===== src/rtl/if_fetch_stage.sv =====
// MIPS instruction fetch stage: PC owner, imem req/ack client, 1-entry park buffer, redirect/drain.
// Optional IF_ALIGN_CHECK_EN adds a sticky addr_err flag for misaligned redirect targets.
`timescale 1ns/1ps
module if_fetch_stage #(
    parameter logic [31:0] RESET_PC = 32'h0000_0000
) (
    input  logic        clk,
    input  logic        rst_n,
    output logic        imem_req,
    output logic [31:0] imem_addr,
    input  logic        imem_ack,
    input  logic [31:0] imem_rdata,
    input  logic        stall,
    input  logic        redirect_valid,
    input  logic [31:0] redirect_pc,
    output logic        instr_valid,
    output logic [31:0] instr,
    output logic [31:0] pc_out,
    output logic [31:0] pc_plus4,
    output logic [5:0]  opcode,
    output logic [4:0]  rs,
    output logic [4:0]  rt,
    output logic [4:0]  rd,
    output logic [4:0]  shamt,
    output logic [5:0]  funct,
    output logic [15:0] imm16
`ifdef IF_ALIGN_CHECK_EN
    ,
    output logic        addr_err
`endif
);

    typedef enum logic [1:0] {
        S_IDLE,
        S_REQ,
        S_PARK,
        S_DRAIN
    } state_t;

    state_t      state;
    logic [31:0] pc;
    logic [31:0] park;
    logic [31:0] park_pc;
    logic        free;
    logic [31:0] redirect_aligned;

    assign free             = !instr_valid || !stall;
    assign redirect_aligned = redirect_pc & ~32'h0000_0003;
    assign imem_addr        = pc;

    assign opcode = instr[31:26];
    assign rs     = instr[25:21];
    assign rt     = instr[20:16];
    assign rd     = instr[15:11];
    assign shamt  = instr[10:6];
    assign funct  = instr[5:0];
    assign imm16  = instr[15:0];

    always_ff @(posedge clk or negedge rst_n) begin
        if (!rst_n) begin
            state       <= S_IDLE;
            pc          <= RESET_PC;
            imem_req    <= 1'b0;
            instr_valid <= 1'b0;
            instr       <= '0;
            pc_out      <= '0;
            pc_plus4    <= '0;
            park        <= '0;
            park_pc     <= '0;
`ifdef IF_ALIGN_CHECK_EN
            addr_err    <= 1'b0;
`endif
        end else if (redirect_valid) begin
            // An unacked request must still be drained; its data belongs to the old path.
            pc          <= redirect_aligned;
            instr_valid <= 1'b0;
            park        <= '0;
            park_pc     <= '0;
            imem_req    <= 1'b1;
            state       <= (imem_req && !imem_ack) ? S_DRAIN : S_REQ;
`ifdef IF_ALIGN_CHECK_EN
            if (redirect_pc[1:0] != 2'b00) begin
                addr_err <= 1'b1;
            end
`endif
        end else begin
            case (state)
                S_IDLE: begin
                    state    <= S_REQ;
                    imem_req <= 1'b1;
                end
                S_REQ: begin
                    if (imem_ack) begin
                        pc <= pc + 32'd4;
                        if (free) begin
                            instr       <= imem_rdata;
                            pc_out      <= pc;
                            pc_plus4    <= pc + 32'd4;
                            instr_valid <= 1'b1;
                        end else begin
                            park     <= imem_rdata;
                            park_pc  <= pc;
                            imem_req <= 1'b0;
                            state    <= S_PARK;
                        end
                    end else if (!stall) begin
                        instr_valid <= 1'b0;
                    end
                end
                S_PARK: begin
                    if (!stall) begin
                        instr       <= park;
                        pc_out      <= park_pc;
                        pc_plus4    <= park_pc + 32'd4;
                        instr_valid <= 1'b1;
                        imem_req    <= 1'b1;
                        state       <= S_REQ;
                    end
                end
                S_DRAIN: begin
                    if (!stall) begin
                        instr_valid <= 1'b0;
                    end
                    if (imem_ack) begin
                        state <= S_REQ;
                    end
                end
                default: begin
                    state    <= S_IDLE;
                    imem_req <= 1'b0;
                end
            endcase
        end
    end

endmodule


===== config.mk =====
export PLATFORM = sky130hd
export DESIGN_NAME = if_fetch_stage
export DESIGN_NICKNAME = d
export VERILOG_FILES = /design/src/rtl/if_fetch_stage.sv
export SDC_FILE = /design/constraint.sdc
export NUM_CORES = 1
export LEC_CHECK = 0
export CELL_PAD_IN_SITES_DETAIL_PLACEMENT = 1
export CELL_PAD_IN_SITES_GLOBAL_PLACEMENT = 1
export CORE_UTILIZATION = 34
export CTS_CLUSTER_DIAMETER = 200
export DETAILED_ROUTE_END_ITERATION = 16
export PLACE_DENSITY_LB_ADDON = 0.1
export SLEW_MARGIN = 20
export SYNTH_ARGS = -nofsm -noshare
export SYNTH_HDL_FRONTEND = slang
export SYNTH_SLANG_ARGS = --single-unit

===== constraint.sdc =====
create_clock -name clk -period 2.2 [get_ports clk]
set_clock_uncertainty 0.15 [all_clocks]
set_input_delay 0.44 -clock clk [delete_from_list [all_inputs] [get_ports clk]]
set_output_delay 0.44 -clock clk [all_outputs]
set_load 0.02 [all_outputs]

After elaboration in Yosys (flattened, before gate mapping)

Index checks and enable logic that the tools add are counted.

Add/sub/neg operators: 2
Multiply operators: 0
Div/mod/pow operators: 0
Order comparisons: 0
Equality and inequality tests: 12
Shift operators: 0
Muxes and demuxes: 40
Bitwise operators: 1
Reduce and logical (&&, ||, !) cells: 17

Operators with widths:

| kind                  | count |
|---|---|
| $mux 32               | 20 |
| $pmux 32 s2           | 3 |
| $add 32x3->32 const B | 2 |
| $mux 2                | 6 |
| $ne 3x3->1 const B    | 4 |
| $mux 1                | 8 |
| $ne 2x2->1 const B    | 4 |
| $pmux 2 s4            | 1 |
| $reduce_and 4->1      | 2 |
| $reduce_bool 4->1     | 2 |
| $pmux 1 s3            | 2 |
| $reduce_and 3->1      | 2 |
| $reduce_bool 2->1     | 3 |
| $reduce_and 5->1      | 1 |
| $eq 2x2->1 const B    | 2 |
| $ne 4x4->1 const B    | 1 |
| $logic_not 1->1       | 3 |
| $eq 2x1->1 const B    | 1 |
| $logic_not 2->1       | 1 |
| $reduce_and 2->1      | 1 |
| $logic_and 1x1->1     | 1 |
| $logic_or 1x1->1      | 1 |
| $not 1->1             | 1 |

Bits in registers: 196
Latch bits: 0
Bits in writable memories: 0
ROM bits: 0
Bits of input ports: 69
Output and inout port bits: 178
Logic and storage cells: 81
Memories: 0

Depth between registers and ports, before layout

Depth in word-level cells: 6
Depth in mapped cells: 9
Mapped depth without buffers: 7

Least setup slack after synthesis

OpenSTA, ideal clock, no wires.

Path type: reg-to-reg
Start: reg pc[2] (netlist: imem_addr[2])
End: reg pc[28] (netlist: imem_addr[28])
Setup time: 0.132 ns
Data arrival time: 2.213 ns
Required time: 1.918 ns
Path slack: -0.295 ns
Stages on the path, launching flop included: 9
Path buffers: 1
Cell sequence: dfrtp_1 > ha_1 > nand3_4 > or4_4 > or3_1 > buf_6 > nor3_4 > xnor2_1 > o21ai_1

Word-level cells in the longest chain between the ends: 4

RTL lines:

| item                   | line | RTL |
|---|---|---|
| from (decl)            | 41   | `logic [31:0] pc;` |
| from (signal assigned) | 75   | `pc <= redirect_aligned;` |
| from (signal assigned) | 94   | `pc <= pc + 32'd4;` |
| $add 32x3->32          | 94   |  |
| $mux 32                | 93   | `if (imem_ack) begin` |
| $mux 32                | 87   | `case (state)` |
| $mux 32                | 73   | `end else if (redirect_valid) begin` |

No other way between the ends. The select of a mux whose other input is x is not followed.
A chain may end at the register's enable or synchronous reset.

Worst setup path in the final report

Ends and elaborated chain as after synthesis.

==> out/results.ini <==
[sta]
hold_ws_ps = 329
fin_crit_ps = 2200
rsz0062_at_grt = yes
relSlewSlack = 0.546
max_freq_ghz = 0.454
worst_slew_pin_slew_ps = 681
finalSetupViolations = 1
drv_slew = 0
hold_viol = 0
finalCritPeriodShare = 1.00
setup_slack_ps = -4.51

[die]
die_w_um = 173
dieArea_um2 = 30100
core_area_um2 = 28800
die_y_um = 173
start_util = 0.347
num_io_pins = 247
rows = 62

[global_routing]
grt_use_met2 = 0.347
overflow = 0
global_route.usage.met1 = 0.303
grt_use_met3 = 0.0243
grt_max_degree = 130
grt-busiest-layer = met2
first_global_vias = 8701
grt_usage = 0.213
grt_pass1_wl_um = 50500
antenna_found_initial = 0

[placement]
dp_hpwl_um = 22300
io_buffer_count = 242
post_dp_cell_area_um2 = 13200
gp_congestion = 0.783
dp_cells = 1722

[worst_setup_path]
cp-start-kind = flip-flop
path_class = flip-flop to flip-flop
r2r_setup_slack_ps = -5
r2r_end = imem_addr[28]$_DFFE_PN0P_
worst-endpoint-arrival_ps = 2360
path_buf_inv = 1
critPathMaxFanout = 5
critPathTopFamily = simple AND/OR/NAND/NOR gates
crit_slowest_cell = or4_4
rr_worst_depth = 8
critical-path-max-stage-delay_ps = 460
worstSetupStartpoint = imem_addr[2]$_DFFE_PN0P_
required_ps = 2350
end_kind = flip-flop
r2r_start = imem_addr[2]$_DFFE_PN0P_
cp_cell_sequence = ha_4 > nand3_4 > or4_4 > or3_1 > buf_6 > nor3_4 > xnor2_1 > o21ai_1

[yosys]
synth_simple_gate_area_frac = 0.183
yosysWarnings = 0
synth_cells = 1124
avgSynthCellArea_um2 = 8.88
synth_ff_type = dfrtp_1
synth_compound_area_frac = 0.115
ys_seq_area_frac = 0.476
synthArstFlopShare = 1.00
ys_ff_latch = 190
syn_area_um2 = 9980
synthMuxAreaShare = 0.0663
synth_fa_ha_area_frac = 0.00752
synth_top_family_by_area = simple AND/OR/NAND/NOR gates
yosysUniqueCellTypes = 47
synth_xor_area_frac = 0.0737
synth_edf_count = 0

[finish]
most-common-layout-cells = 280 x nand2_1, 218 x clkdlybuf4s50_1, 181 x dfrtp_1
fillCellCount = 3287
final_cells = 1770
syn_to_final_growth_pct = 41.3
fin_util = 0.490
nets = 1448
drive_gt1_frac = 0.147
final_common_cell = nand2_1
design_area_um2 = 14100
diodes = 0

[status]
status = finished with violations
failed_checks = setup timing

[clock_tree]
clock_latency_ps = 440
cts_inserted_buffers = 17
cts_tree = done
htreeDepth = 4
clock-sinks = 190
cts_buffer_depth = 2
cts_root_buffer = clkbuf_16
cts.clk_slew.worst_paths_ps = 80

[worst_hold_path]
hold_depth = 2
whs_endpoint = pc_plus4[2]$_DFFE_PN0P_
hold_path.class = flip-flop to flip-flop
min_from = pc_plus4[2]$_DFFE_PN0P_

[routing]
drcViolationCount = 0
vias_per_cell = 4.94
routed_wl_um = 32000
postRouteAntennaNets = 0
vias = 8745
initialDrtViolationCount = 585
wl_per_cell_um = 18.1
drtPass1Iterations = 4

[flow_run]
drv_cap = 0

[power_and_ir_drop]
power.total_mw = 16.0
p_leak_nw = 5.88
ir_worst_vdd_mv = 0.498
powerDensity_nw_per_um2 = 1140

## worst min-delay path, stage by stage, from the launching register on
cell and delay, ps:
dfrtp_1 350, nand2_1 50, nand2_1 50
## report_power, final
| group | internal (mW) | total [mW] | switching, mW |
|---|---|---|---|
| sequential | 4.39 | 5.05 | 0.664 |
| combinational | 3.56 | 7.75 | 4.20 |
| clock | 1.64 | 3.22 | 1.59 |
## how the worst max path moves through the flow
| stage | endpoint | depth (start not counted) |
|---|---|---|
| floorplan | imem_addr[28]$_DFFE_PN0P_ | 8 |
| global placement | pc_plus4[25]$_DFFE_PN0P_ | 8 |
| detailed placement | pc_plus4[29]$_DFFE_PN0P_ | 9 |
| CTS | imem_addr[28]$_DFFE_PN0P_ | 8 |
| global route | imem_addr[28]$_DFFE_PN0P_ | 8 |
| finish | imem_addr[28]$_DFFE_PN0P_ | 8 |
## what timing repair did
action	CTS	global route
pin swaps	8	6
resized for setup	27	39
cloned	0	1
setup endpoints to repair	37	84
setup buffers	2	12
hold buffers	1	0
endpoints found under the hold margin	40	0
## routing by layer
metal | up-vias | part of all wire
li1 | 4207 | -
met3 | 22 | 0.032
met4 | 0 | 0.010
met2 | 201 | 0.48
met5 | - | 0
met1 | 4315 | 0.48
## through the flow
step                      setup TNS (ps)  worst slack (ps)
after global routing                -365             -79.4
after detailed placement          -16800              -235
after global placement            -14200              -220
after floorplan                     -400              -107
after CTS                          -10.9             -10.9
final                              -4.51             -4.51
## state kept, by name, summed over array words and instances (netlist names)
name         flops
imem_addr       30
park_pc         31
pc_plus4        30
instr_valid      1
instr           32
park            32
imem_req         1
pc_out          31
state            2
## Yosys cell counts, types with 8 or more instances
library cell / instances / area, µm²
o21ai_1: 17 / 85.1
a22oi_1: 8 / 60.1
nor3_1: 16 / 80.1
clkbuf_1: 66 / 248
o21ai_0: 99 / 495
nand4_1: 19 / 119
mux2i_1: 65 / 651
nor2_1: 46 / 173
nand3_1: 20 / 100
dfrtp_1: 190 / 4750
buf_4: 59 / 443
xor2_1: 35 / 307
a21oi_1: 77 / 385
nand2_1: 281 / 1050
xnor2_1: 49 / 429
## cell type report
| class | count | area, µm² | area share |
|---|---|---|---|
| Sequential cell | 190 | 4770 | 0.338 |
| Multi-Input combinational cell | 795 | 4670 | 0.331 |
| Timing Repair Buffer | 365 | 3580 | 0.254 |
| Tap cell | 384 | 480 | 0.0340 |
| Clock buffer | 18 | 429 | 0.0304 |
| Clock inverter | 14 | 175 | 0.0124 |
| Inverter | 4 | 15.0 | 0.00106 |
## cell families (layout without fill, tap and decap cells)
kind of cell | after synthesis | count (layout)
AO/OA/AOI/OAI | 214 | 215
XOR/XNOR | 84 | 84
adder cells (fa/ha/maj) | 6 | 6
buffers and inverters | 141 | 401
flip-flops | 190 | 190
multiplexers | 66 | 66
other | 1 | 2
AND/OR/NAND/NOR | 422 | 422
No activity file was read; power rests on OpenSTA's default activity.
